<file path="src/rtl/pipe_hazard_ctrl.sv">
// Pipeline hazard controller: load-use stall, taken-branch flush and data-memory wait with timeout.
// Optional stall-cycle counter is compiled only when PIPE_STALL_CNT_EN is defined.
module pipe_hazard_ctrl #(
  parameter int unsigned MEM_TIMEOUT = 15
) (
  input  logic        clk,
  input  logic        rst_n,
  input  logic [4:0]  id_rs1,
  input  logic [4:0]  id_rs2,
  input  logic        ex_memread,
  input  logic [4:0]  ex_rd,
  input  logic        mem_branch,
  input  logic        mem_zero,
  input  logic        mem_memread,
  input  logic        mem_memwrite,
  input  logic        dmem_ready,
  output logic        pc_we,
  output logic        ifid_we,
  output logic        idex_we,
  output logic        exmem_we,
  output logic        ifid_flush,
  output logic        idex_bubble,
  output logic        exmem_flush,
  output logic        memwb_bubble,
  output logic        pc_sel_branch,
  output logic [1:0]  state,
  output logic        mem_err,
  output logic [15:0] stall_cnt
);

  typedef enum logic [1:0] {RUN = 2'd0, LDUSE = 2'd1, FLUSH = 2'd2, MEMWAIT = 2'd3} state_t;

  state_t     state_q, state_d;
  logic [7:0] wait_cnt_q, wait_cnt_d;
  logic       mem_err_q, mem_err_d;
  logic       hz, hz_live, tk, mw, timeout;

  assign hz = ex_memread & (ex_rd != 5'd0) & ((ex_rd == id_rs1) | (ex_rd == id_rs2));
  assign tk = mem_branch & mem_zero;
  assign mw = (mem_memread | mem_memwrite) & ~dmem_ready;
  // The EX slot after a flush or load-use bubble cannot hold a load that still conflicts.
  assign hz_live = hz & ((state_q == RUN) | (state_q == MEMWAIT));
  assign timeout = (state_q == MEMWAIT) & mw & (({1'b0, wait_cnt_q} + 9'd1) >= 9'(MEM_TIMEOUT));

  always_ff @(posedge clk or negedge rst_n) begin
    if (!rst_n) begin
      state_q    <= RUN;
      wait_cnt_q <= '0;
      mem_err_q  <= 1'b0;
    end else begin
      state_q    <= state_d;
      wait_cnt_q <= wait_cnt_d;
      mem_err_q  <= mem_err_d;
    end
  end

  always_comb begin
    state_d = RUN;
    if (mw)
      state_d = timeout ? RUN : MEMWAIT;
    else if (tk)
      state_d = FLUSH;
    else if (hz_live)
      state_d = LDUSE;
  end

  assign wait_cnt_d = ((state_q == MEMWAIT) && (state_d == MEMWAIT)) ? wait_cnt_q + 8'd1 : 8'd0;
  assign mem_err_d  = mem_err_q | timeout;

  always_comb begin
    pc_we         = 1'b1;
    ifid_we       = 1'b1;
    idex_we       = 1'b1;
    exmem_we      = 1'b1;
    ifid_flush    = 1'b0;
    idex_bubble   = 1'b0;
    exmem_flush   = 1'b0;
    memwb_bubble  = 1'b0;
    pc_sel_branch = 1'b0;
    if (!rst_n) begin
      pc_we        = 1'b0;
      ifid_we      = 1'b0;
      idex_we      = 1'b0;
      exmem_we     = 1'b0;
      ifid_flush   = 1'b1;
      idex_bubble  = 1'b1;
      exmem_flush  = 1'b1;
      memwb_bubble = 1'b1;
    end else if (mw) begin
      pc_we        = 1'b0;
      ifid_we      = 1'b0;
      idex_we      = 1'b0;
      exmem_we     = 1'b0;
      memwb_bubble = 1'b1;
    end else if (tk) begin
      pc_sel_branch = 1'b1;
      ifid_flush    = 1'b1;
      idex_bubble   = 1'b1;
      exmem_flush   = 1'b1;
    end else if (hz_live) begin
      pc_we       = 1'b0;
      ifid_we     = 1'b0;
      idex_bubble = 1'b1;
    end
  end

  assign state   = state_q;
  assign mem_err = mem_err_q;

`ifdef PIPE_STALL_CNT_EN
  function automatic logic [15:0] sat_inc16(input logic [15:0] v);
    return (v == 16'hFFFF) ? v : v + 16'd1;
  endfunction

  logic [15:0] stall_cnt_q;

  always_ff @(posedge clk or negedge rst_n) begin
    if (!rst_n)
      stall_cnt_q <= '0;
    else if (!pc_we)
      stall_cnt_q <= sat_inc16(stall_cnt_q);
  end

  assign stall_cnt = stall_cnt_q;
`else
  assign stall_cnt = 16'd0;
`endif

endmodule

</file>
<file path="config.mk">
export PLATFORM = sky130hd
export DESIGN_NAME = pipe_hazard_ctrl
export DESIGN_NICKNAME = d
export VERILOG_FILES = /design/src/rtl/pipe_hazard_ctrl.sv
export SDC_FILE = /design/constraint.sdc
export NUM_CORES = 1
export LEC_CHECK = 0
export BUFFER_PORTS_ARGS = -buffer_cell sky130_fd_sc_hd__clkbuf_2
export CORE_MARGIN = 3
export CORE_UTILIZATION = 47
export CTS_BUF_LIST = sky130_fd_sc_hd__clkbuf_4
export DETAILED_ROUTE_END_ITERATION = 6
export PLACE_DENSITY = 0.89
export SLEW_MARGIN = 20
export SYNTH_ARGS = -nofsm -noshare
export SYNTH_HDL_FRONTEND = slang
export SYNTH_SLANG_ARGS = --single-unit
</file>
<file path="constraint.sdc">
create_clock -name clk -period 3.4 [get_ports clk]
set_input_delay 0.17 -clock clk [delete_from_list [all_inputs] [get_ports clk]]
set_output_delay 0.17 -clock clk [all_outputs]
set_load 0.01 [all_outputs]
</file>
# Yosys cells after proc, flatten, opt, wreduce, memory -nomap -nowiden
# Index checks and enable logic that the tools add are counted.
op_classes:
  n_mux: 21
  eq_ne: 4
  bitwise: 12
  n_lt_le_gt_ge: 1
  n_reduce_logical: 3
  addsub: 2
ops:
  columns: ["cell", "n"]
  rows:
  - ["2-to-1 mux 1 bit", 17]
  - ["equality test 5 bit", 2]
  - ["adder 8 x 1 -> 9 bit (second input constant)", 1]
  - [">= comparator 9 x 4 -> 1 bit (second input constant)", 1]
  - ["adder 8 x 1 -> 8 bit (second input constant)", 1]
  - ["2-to-1 mux 8 bit", 1]
  - ["AND 1 bit", 7]
  - ["2-to-1 mux 2 bit", 3]
  - ["nonzero test 5 bit", 1]
  - ["equality test 2 bit (second input constant)", 2]
  - ["OR 1 bit", 4]
  - ["zero test 2 bit", 1]
  - ["logical AND 1 bit", 1]
  - ["inverter 1 bit", 1]
word_totals:
  out_inout_bits: 28
  regBits: 11

# Depth between registers and ports, before layout
# Gate-level depths: netlist of run 1.
logic_depth:
  word_depth: 10
  depth_mapped: 6
  mapped_depth_nobuf: 6

# Worst setup path before layout of run 1
# No wires, ideal clock.
synth_timing:
  path_kind: "reg-to-reg"
  start: "register wait_cnt_q[0]"
  end: "register mem_err_q, in the netlist mem_err"
  path_slack_ns: 1.672
  setup_ns: 0.124
  stages_incl_launch_ff: 6
  required_ns: 3.276
  t_arrival_ns: 1.604
  path_buffers: 0
  cell_sequence: "dfrtp_1 -> ha_1 -> or4_1 -> o311ai_1 -> a21oi_1 -> or2_1"
synth_via:
  elab_chain_cells: 4
synth_lines:
  columns: ["item", "line", "rtl"]
  rows:
  - ["start, declared", "34", "logic [7:0] wait_cnt_q, wait_cnt_d;"]
  - ["start signal, assigned", "52", "wait_cnt_q <= wait_cnt_d;"]
  - ["adder 8 x 1 -> 9 bit", "43", "assign timeout = (state_q == MEMWAIT) & mw & (({1'b0, wait_cnt_q} + 9'd1) >= 9'(MEM_TIMEOUT));"]
  - [">= comparator 9 x 4 -> 1 bit", "43", null]
  - ["AND 1 bit", "43", null]
  - ["OR 1 bit", "68", "assign mem_err_d = mem_err_q | timeout;"]
  - ["net mem_err_d", "35", "logic mem_err_q, mem_err_d;"]
  - ["end signal, assigned", "53", "mem_err_q <= mem_err_d;"]
  - ["end, declared", "35", null]
# The timed path passes the listed nets, and every way through them passes these cells.

# Worst setup path after layout of run 1
layout_timing:
  start: "register state_q[0], in the netlist state[0]"
  end: "output pc_we"
layout_via:
  elab_chain_cells: 7
layout_lines:
  columns: ["item", "line", "rtl"]
  rows:
  - ["start, declared", "33", "state_t state_q, state_d;"]
  - ["start signal, assigned", "51", "state_q <= state_d;"]
  - ["equality test 2 bit or zero test 2 bit (tied branches)", "42", "assign hz_live = hz & ((state_q == RUN) | (state_q == MEMWAIT));"]
  - ["OR 1 bit *", "42", null]
  - ["AND 1 bit *", "42", null]
  - ["2-to-1 mux 1 bit *", "100", "end else if (hz_live) begin"]
  - ["2-to-1 mux 1 bit *", "95", "end else if (tk) begin"]
  - ["2-to-1 mux 1 bit *", "89", "end else if (mw) begin"]
  - ["2-to-1 mux 1 bit *", "80", "if (!rst_n) begin"]
  - ["end, declared", "17", "output logic pc_we,"]
# Every way passes the cells marked *; elsewhere a longest branch is shown, timed or not.

==> results by group, run 1 <==
Placed design
  • Placed wire-length estimate: 1480 um
  • Area of placed instances: 933 um^2
  • Count of input and output buffers: 34
  • RePlAce Congestion: ~0.80
  • Pre-CTS setup slack: 1580 ps

Routing
  • Final routed DRC violation total: 0
  • Total routed wirelength: 1670 um
  • Pre-antenna DRT Iters: 4
  • DR iter-0 viols: 3
  • Vias post-DR: 689
  • DR vias/cell: 4.78
  • Post-route ant nets: 0
  • Routed wirelength normalized by instance count: 11.6 um

Power
  • Largest vdd supply drop: 0.226 mV
  • Leakage power total: 0.523 nW
  • Total Power Consumption: between 0.3 and 0.4 mW
  • Ratio of total power to cell area: between 300 and 400 nW/um^2

Worst hold path
  • Start point of the worst hold path: mem_zero
  • Min-Delay Path Class: in -> reg
  • Hold path endpoint: state[1]
  • Depth of the worst hold-timing path: 3

Worst setup path
  • Crit path required time: around 3200 ps
  • Cells on worst reg2reg path: 5
  • Worst path arrival time: 1760 ps
  • Critical path start-end classification: reg -> out
  • Ordered list of cells on the worst path: ha_1 > nand2b_1 > nor4b_1 > nor2_1 > clkbuf_2
  • Launching instance or port of the critical path: state[0]
  • Max stage delay on crit path: 400 ps
  • Sort of element at the end of the critical path: output pin
  • Startpoint class of the critical path: flop
  • Launch point of the worst reg-to-reg path: wait_cnt_q[0]
  • Critical-path cell with the highest stage delay: nor4b_1
  • Reg-to-reg setup timing slack: 1590 ps
  • Largest fanout on the critical path: 2
  • R2R Path End: mem_err

Global route
  • Largest net degree at the start of global routing: 14
  • Vias in the first global route: around 600
  • Initial antenna violation count: 0
  • Total Routing Usage GR: 0.163
  • Global-route wire length before repair: around 2500 um
  • Sum of overflow across all layers after global routing: 0

Timing
  • Highest achievable clock rate: about 520 MHz
  • Final number of setup-violating endpoints: 0
  • Final critical delay including setup and external delays: approximately 1900 ps
  • Setup Skew: 1.19 ps
  • Final Max Tran Viols: 0
  • Final setup slack of the worst path: 1470 ps
  • Unrepaired setup endpoints after global routing: false
  • Number of endpoints with negative hold slack in the final report: 0
  • Crit share post-route: 0.567
  • Final TNS setup: 0 ps

Clock network
  • Postcts setup bufs: 0
  • H-tree depth: 1
  • Clk buf depth: 2
  • TritonCTS clock tree: yes
  • Clock sink count: 11
  • Clock transition at the registers of the reported paths: 70 ps
  • Clk root buf: clkbuf_4
  • Later-pin clock latency in the skew report: 270 ps
  • Number of buffers created by CTS: 3

Synth
  • Synth Area in XOR/XNOR: 0.140
  • Share of the synthesized area in compound gates (AO/OA/AOI/OAI): 0.0799
  • Number of synthesized register bits: 11
  • Biggest area consumer among synthesized cells: dfrtp_1
  • Cells after Synth: 89
  • Library cells used by synthesis: 29
  • Post-Synthesis Cell Area: 815 um^2
  • Predominant post-synthesis flop cell: dfrtp_1
  • Top cells by area in the synthesized netlist: dfrtp_1 (34%), buf_4 (18%), xor2_1 (12%)
  • Fraction of registers with async set or reset after synthesis: 1.00
  • Mux contribution to synthesized area: 0
  • Sequential area share after synthesis: 0.338
  • Combinational family with the most area after synthesis: simple AND/OR/NAND/NOR gates
  • Count of flip-flops with a built-in enable after synthesis: 0
  • Synth Area per Inst: approximately 9.2 um^2
  • Portion of synthesized cell area occupied by the leading cell type: 0.338
  • Simple-gate portion of the synthesized area: 0.207
  • Yosys warnings: 0
  • Post-Synth Adder-Cell Area: 0.0461

Layout
  • Design area: between 900 and 1000 um^2
  • Area overhead of the layout relative to synthesis: 19.2%
  • Antenna Diode Count: 0
  • Most common cell after layout, fill and taps aside: clkbuf_2
  • Most used cells in the layout excluding fill and tap cells: clkbuf_2 (34), conb_1 (20), xor2_1 (11), dfrtp_1 (11), nor2_1 (10)
  • Layout Nets: 155
  • Fraction of final layout cells with drive strength greater than 1: 0.328

Die
  • Die extent in x: 47.6 um
  • Vertical die dimension: 47.6 um
  • Starting utilization of the core area: 0.517
  • Core region area: ~1600 um^2
  • # rows: 14
  • I/O Pins: 51
  • Die footprint: about 2300 um^2

Flow run
  • Max-capacitance violation count: 0

Outcome
  • Run status: finished clean
==> per-stage QoR <==
stage	hold slack (ps)	util	std cells
global placement	63.5	0.592	139
CTS	201	0.616	144
floorplan	-126	-	108
finish	214	0.616	144
detailed placement	71.0	0.592	139
global route	213	0.616	144
==> layer usage <==
metal,GRT usage,up-vias,wire length [um]
li1,-,340,-
met1,0.176,305,677
met2,0.275,38,799
met3,0.0602,6,147
met4,0.0860,0,41
met5,0,-,0
==> worst max path at each step <==
stage | end | slack, ps | depth (start not counted)
after floorplan | mem_err | 1670 | 5
after global placement | mem_err | 1630 | 5
after detailed placement | mem_err | 1580 | 5
after CTS | pc_we | 1440 | 5
after global routing | pc_we | 1350 | 5
final | pc_we | 1470 | 5
==> synth_stat cells, types with 2 or more instances <==
cell type / instances
xnor2_1: 2
nor2_1: 10
buf_4: 19
nand2_1: 4
xor2_1: 11
nor2b_1: 2
dfrtp_1: 11
a21oi_1: 2
nor3_1: 3
nand4_1: 2
ha_1: 3
inv_1: 2
or4_1: 2
==> kinds of logic after synthesis <==
kind of cell	after synthesis
adders and majority gates	3
AOI/OAI and AO/OA	9
other	1
and+or+nand+nor	31
xor gates and xnor gates	13
buffers and inverters	21
DFF	11
==> power by group <==
| part | switching [mW] | internal, mW | leakage, nW |
|---|---|---|---|
| clock network | 0.0464 | 0.0435 | 0.0177 |
| logic | 0.0414 | 0.0304 | 0.370 |
| registers | 0.00399 | 0.136 | 0.136 |
| total | 0.0918 | 0.210 | 0.523 |
==> timing repair <==
item,in CTS,in global routing
endpoints found under the setup margin,0,0
hold buffers,1,0
hold endpoints to repair,11,0
resized for setup,0,0
==> state kept, by name (all words and copies together), names as in the netlist <==
| signal | cells |
|---|---|
| state | 2 |
| wait_cnt_q | 8 |
| mem_err | 1 |
==> cell type report <==
type	count	area [um^2]
well taps	16	20.0
inverters	2	7.51
fillers	146	606
clock inverters	1	5.00
flip-flops and latches	11	275
multi-input cells	76	460
repair buffers	35	180
clock buffers	3	22.5
==> worst max-delay path, delay by kind of cell (launching register included) <==
| family | cells | cell delay, ps |
|---|---|---|
| flip-flops | 1 | 390 |
| buffers and inverters | 1 | 140 |
| AND/OR/NAND/NOR | 3 | 660 |
| adder cells (fa/ha/maj) | 1 | 290 |
Power figures use the tool's default switching activity.
==> run 2: changes to the inputs <==
Settings changed: CORE_UTILIZATION 47 to 39, PLACE_DENSITY 0.89 to 0.79.
Clock period 3.4 ns to 1.5 ns, I/O delays scaled along.
==> run 2 against run 1 <==
  * The run now ends with setup timing left
  * Utilization is 0.79 points higher
  * Combinational power rose to 2.8 times the previous value
  * Setup slack worse by 1700 ps
  * Flip-flop and latch count did not move
  * Global-route usage down 0.62 points
  * Via count grew 6.1%
  * Final cell count rose by 13%
  * Total power rose by 140%
  * Sequential share of layout area down 4.1 points
  * Hold slack got worse by 72 ps
==> results by group, run 2 (synthesis results as in run 1) <==
Layout
  • Most common cell after layout, fill and taps aside: clkbuf_2
  • Antenna Diode Count: 0
  • Area overhead of the layout relative to synthesis: 40.9%
  • Reg with most FFs: wait_cnt_q
  • Layout Nets: 164
  • Total area of sequential cells: between 200 and 300 um^2
  • Max reg flops: 8
  • Fin cells: 162
  • Fraction of final layout cells with drive strength greater than 1: 0.445
  • Most used cells in the layout excluding fill and tap cells: clkbuf_2 (33), conb_1 (20), xor2_1 (11), nor2_1 (10), dfrtp_1 (9)
  • Number of fillers in the final layout: 159
  • Multi-input combinational cell area: 543 um^2

Clock network
  • Clock transition at the registers of the reported paths: 70 ps
  • Clk buf depth: 2
  • Clock sink count: 11
  • Later-pin clock latency in the skew report: 270 ps
  • Clk root buf: clkbuf_4
  • Number of buffers created by CTS: 3
  • H-tree depth: 1
  • TritonCTS clock tree: yes

Timing
  • Highest achievable clock rate: 575 MHz
  • Number of endpoints with negative hold slack in the final report: 0
  • Unrepaired setup endpoints after global routing: true
  • Final critical delay including setup and external delays: 1740 ps
  • Final Max Tran Viols: 0
  • Final number of setup-violating endpoints: 10
  • Final setup slack of the worst path: -239 ps
  • Crit share post-route: 1.16
  • Setup Skew: 8.58 ps

Die
  • I/O Pins: 51
  • Core region area: ~1800 um^2
  • # rows: 15
  • Starting utilization of the core area: 0.443
  • Die footprint: roughly 2700 um^2
  • Vertical die dimension: 51.7 um
  • Die extent in x: 51.7 um

Power
  • Total Power Consumption: roughly 0.73 mW
  • Largest vdd supply drop: 0.506 mV
  • Ratio of total power to cell area: 636 nW/um^2
  • Leakage power total: slightly below 0.6 nW

Routing
  • Routed wirelength normalized by instance count: approximately 12 um
  • DR vias/cell: 4.51
  • Vias post-DR: 731
  • Total routed wirelength: between 1500 and 2000 um
  • DR iter-0 viols: 5
  • Final routed DRC violation total: 0
  • Post-route ant nets: 0
  • Pre-antenna DRT Iters: 4

Worst setup path
  • R2R Path End: wait_cnt_q[1]
  • Buffers and inverters on the worst path: 0
  • Launch point of the worst reg-to-reg path: wait_cnt_q[6]
  • Worst path arrival time: 1930 ps
  • Sort of element at the end of the critical path: flop
  • Critical path's top delay family: simple AND/OR/NAND/NOR gates
  • Max stage delay on crit path: 540 ps
  • Ordered list of cells on the worst path: or2b_4 > or4_4 > o311ai_4 > nand4_1 > nor2_1
  • Critical path start-end classification: reg -> reg
  • Startpoint class of the critical path: flop
  • Launching instance or port of the critical path: wait_cnt_q[6]
  • Cells on worst reg2reg path: 5
  • Reg-to-reg setup timing slack: -240 ps
  • Crit path required time: between 1500 and 2000 ps
  • Critical-path cell with the highest stage delay: or4_4
  • Largest fanout on the critical path: 4

Worst hold path
  • Depth of the worst hold-timing path: 3
  • Hold path endpoint: state[1]
  • Start point of the worst hold path: dmem_ready
  • Min-Delay Path Class: in -> reg

Global route
  • Sum of overflow across all layers after global routing: 0
  • Vias in the first global route: 700
  • Largest net degree at the start of global routing: 12
  • Total Routing Usage GR: 0.156
  • Initial antenna violation count: 0
  • Global-route wire length before repair: around 3000 um

Placed design
  • Placed Instances: 154
  • Placed wire-length estimate: 1660 um
  • RePlAce Congestion: 0.796
  • Count of input and output buffers: 34

Flow run
  • Max-capacitance violation count: 0

Outcome
  • Run status: finished with violations
  • Violated checks: setup timing
==> run 2: how the worst max path moves through the flow <==
stage | endpoint | slack, ps | cells after the start
6_report | wait_cnt_q[1] | -240 | 5
3_3_place_gp | mem_err | -170 | 5
3_5_place_dp | wait_cnt_q[3] | -230 | 5
4_1_cts | wait_cnt_q[3] | -240 | 6
5_1_grt | wait_cnt_q[3] | -300 | 5
2_1_floorplan | mem_err | -180 | 5
==> run 2: layout make-up <==
| cell class | instances | share of cell area |
|---|---|---|
| sequential | 11 | 0.242 |
| tap | 25 | 0.0273 |
| inverter | 2 | 0.00654 |
| multi-input combinational | 76 | 0.473 |
| timing repair buffer | 44 | 0.225 |
| clock buffer | 4 | 0.0262 |
==> run 2: per-stage QoR <==
step                      utilization  hold WS, ps  TNS, ps  setup slack (ps)  cell area (um^2)
final                           0.624          142    -1760              -239              1150
after detailed placement        0.547         71.2    -1390              -229              1010
after global routing            0.624          125    -2390              -298              1150
after CTS                       0.610          154    -1660              -236              1120
after global placement          0.547         64.6     -977              -171              1010
after floorplan                     -         -221     -730              -176               902
==> run 2: layer usage <==
metal  up-vias  part of all wire  track usage
met5         -                 0            0
met4         0            0.0036       0.0699
met3         2             0.089       0.0487
met2        33              0.51        0.265
met1       338              0.39        0.179
li1        358                 -            -
==> run 2: report_power, final <==
part,switching [mW],internal (mW),total [mW]
clock,0.0920,0.121,0.213
sequential,0.00898,0.309,0.318
combinational,0.107,0.0917,0.199
total,0.208,0.522,0.730
==> run 2: worst register-to-register path, cell delays in order (launching register included) <==
cell and delay, ps:
dfrtp_1 380, or2b_4 250, or4_4 540, o311ai_4 80, nand4_1 250, nor2_1 180
==> run 2: what timing repair did <==
item                                    CTS  global route
gates cloned                              0             0
resized for setup                         9             6
setup buffers                             2             1
hold buffers                              1             0
hold endpoints to repair                 11             0
endpoints found under the setup margin   10            10
pin swaps                                 6             4
==> run 3: changes to the inputs <==
Settings changed: CTS_CLUSTER_DIAMETER from default to 200, RECOVER_POWER from default to 50.
==> run 3 against run 2 <==
  * The run still ends with setup timing left
  * Hold slack barely moved
  * Routed wire length did not move
  * Sequential share of layout area rose by 0.11 points
  * Utilization fell by 0.27 points
  * Sequential power barely moved
  * Clock skew barely moved
  * Clock-buffer cell count did not move
  * Final area fell by 0.44%
  * Global-route usage did not move
  * Largest cell class unchanged
  * Highest routed layer unchanged
==> results by group, run 3 (synthesis results as in run 1) <==
Layout
  • Antenna Diode Count: 0
  • Design area: 1140 um^2
  • Area overhead of the layout relative to synthesis: 40.2%
  • Reg with most FFs: wait_cnt_q
  • Layout Nets: between 150 and 200
  • Fraction of final layout cells with drive strength greater than 1: 0.431
  • Most common cell after layout, fill and taps aside: clkbuf_2
  • Post-layout util: 0.621
  • Most used cells in the layout excluding fill and tap cells: clkbuf_2 (32), conb_1 (20), xor2_1 (11), nor2_1 (10), dfrtp_1 (9)
  • Max reg flops: 8

Worst setup path
  • Sort of element at the end of the critical path: flop
  • Critical path start-end classification: reg -> reg
  • Critical-path cell with the highest stage delay: or4_4
  • Ordered list of cells on the worst path: or2b_4 > or4_4 > o311ai_4 > nand4_1 > nor2_1
  • Startpoint class of the critical path: flop
  • Largest fanout on the critical path: 4
  • Crit path required time: 1690 ps
  • Max stage delay on crit path: 540 ps
  • Worst path arrival time: a little under 2000 ps

Global route
  • Global-route wire length before repair: 3020 um
  • Vias in the first global route: 700
  • Total Routing Usage GR: 0.156
  • Sum of overflow across all layers after global routing: 0
  • Largest net degree at the start of global routing: 12
  • Initial antenna violation count: 0

Die
  • Core region area: 1840 um^2
  • Die extent in x: 51.7 um
  • I/O Pins: 51
  • Die footprint: 2670 um^2
  • # rows: 15
  • Vertical die dimension: 51.7 um
  • Starting utilization of the core area: 0.443

Routing
  • Pre-antenna DRT Iters: 4
  • Routed wirelength normalized by instance count: 12.0 um
  • Total routed wirelength: just under 2000 um
  • DR vias/cell: 4.51
  • Vias post-DR: 730
  • Final routed DRC violation total: 0
  • DR iter-0 viols: 5
  • Post-route ant nets: 0

Timing
  • Pin slew with the least headroom to its limit: 559 ps
  • Number of endpoints with negative hold slack in the final report: 0
  • Crit share post-route: 1.16
  • Setup Skew: ~8.6 ps
  • Final Max Tran Viols: 0
  • Unrepaired setup endpoints after global routing: true
  • Final setup slack of the worst path: -239 ps
  • Final number of setup-violating endpoints: 10
  • Worst rel slew slack: 0.627
  • Highest achievable clock rate: 575 MHz
  • Final critical delay including setup and external delays: 1740 ps

Power
  • Largest vdd supply drop: 0.502 mV
  • Ratio of total power to cell area: 638 nW/um^2
  • Leakage power total: ~0.58 nW
  • Total Power Consumption: 0.728 mW

Placed design
  • Area of placed instances: ~1000 um^2
  • Placed wire-length estimate: 1660 um
  • Pre-CTS setup slack: -229 ps
  • RePlAce Congestion: 0.796
  • Count of input and output buffers: 34

Outcome
  • Violated checks: setup timing
  • Run status: finished with violations

Clock network
  • Number of buffers created by CTS: 3
  • Later-pin clock latency in the skew report: 270 ps
  • Clk buf depth: 2
  • Clk root buf: clkbuf_4
  • Clock transition at the registers of the reported paths: about 70 ps
  • TritonCTS clock tree: yes
  • H-tree depth: 1
  • Clock sink count: 11

Flow run
  • Max-capacitance violation count: 0

Worst hold path
  • Min-Delay Path Class: in -> reg
-- run 3: cell count changes in the layout (fill, tap and decap cells not counted) --
cell and delta:
clkbuf_2 -1, clkbuf_1 +2, buf_4 -1
-- run 3: area by class of cell --
class | instances | area (um^2)
Fill cell | 162 | 697
Sequential cell | 11 | 278
Inverter | 2 | 7.51
Tap cell | 25 | 31.3
Multi-Input combinational cell | 76 | 543
Clock buffer | 4 | 30.0
Timing Repair Buffer | 44 | 253
-- run 3: what timing repair did --
action	in CTS	in global routing
endpoints found under the hold margin	11	0
hold buffers	1	0
setup endpoints to repair	10	10
setup buffers	2	1
pin swaps	6	4
resized for setup	9	6
gates cloned	0	0
-- run 3: worst max-delay path, delay by kind of cell, from the launching register on --
kind,cells,cell delay (ps)
flops,1,380
compound gates,1,80
simple gates,4,1220
-- run 3: metal layers --
metal,part of all wire,vias to the layer above,track usage
met5,0,-,0
li1,-,358,-
met1,0.39,337,0.179
met3,0.089,2,0.0487
met2,0.51,33,0.265
met4,0.0036,0,0.0699
-- run 3: through the flow --
step	std cells	setup TNS, ps	hold WS (ps)
6_report	162	-1760	142
5_1_grt	162	-2390	125
4_1_cts	161	-1660	154
3_5_place_dp	154	-1390	71.2
3_3_place_gp	154	-977	64.6
2_1_floorplan	108	-730	-221
-- run 3: power by group --
part           switching, mW  total, mW  internal, mW
registers            0.00900      0.318         0.309
logic                  0.107      0.197        0.0901
clock network         0.0922      0.213         0.121
total                  0.208      0.728         0.520
-- run 3: worst paths after layout --
check | start | cells past startpoint | slack (ps) | endpoint
max in group asynchronous | rst_n | 3 | 580 | wait_cnt_q[0]
setup reg to reg | wait_cnt_q[6] | 5 | -240 | wait_cnt_q[1]
min in group asynchronous | rst_n | 3 | 510 | mem_err
hold / removal | dmem_ready | 3 | 140 | state[1]
hold reg to reg | wait_cnt_q[0] | 1 | 510 | wait_cnt_q[0]
setup / recovery | wait_cnt_q[6] | 5 | -240 | wait_cnt_q[1]
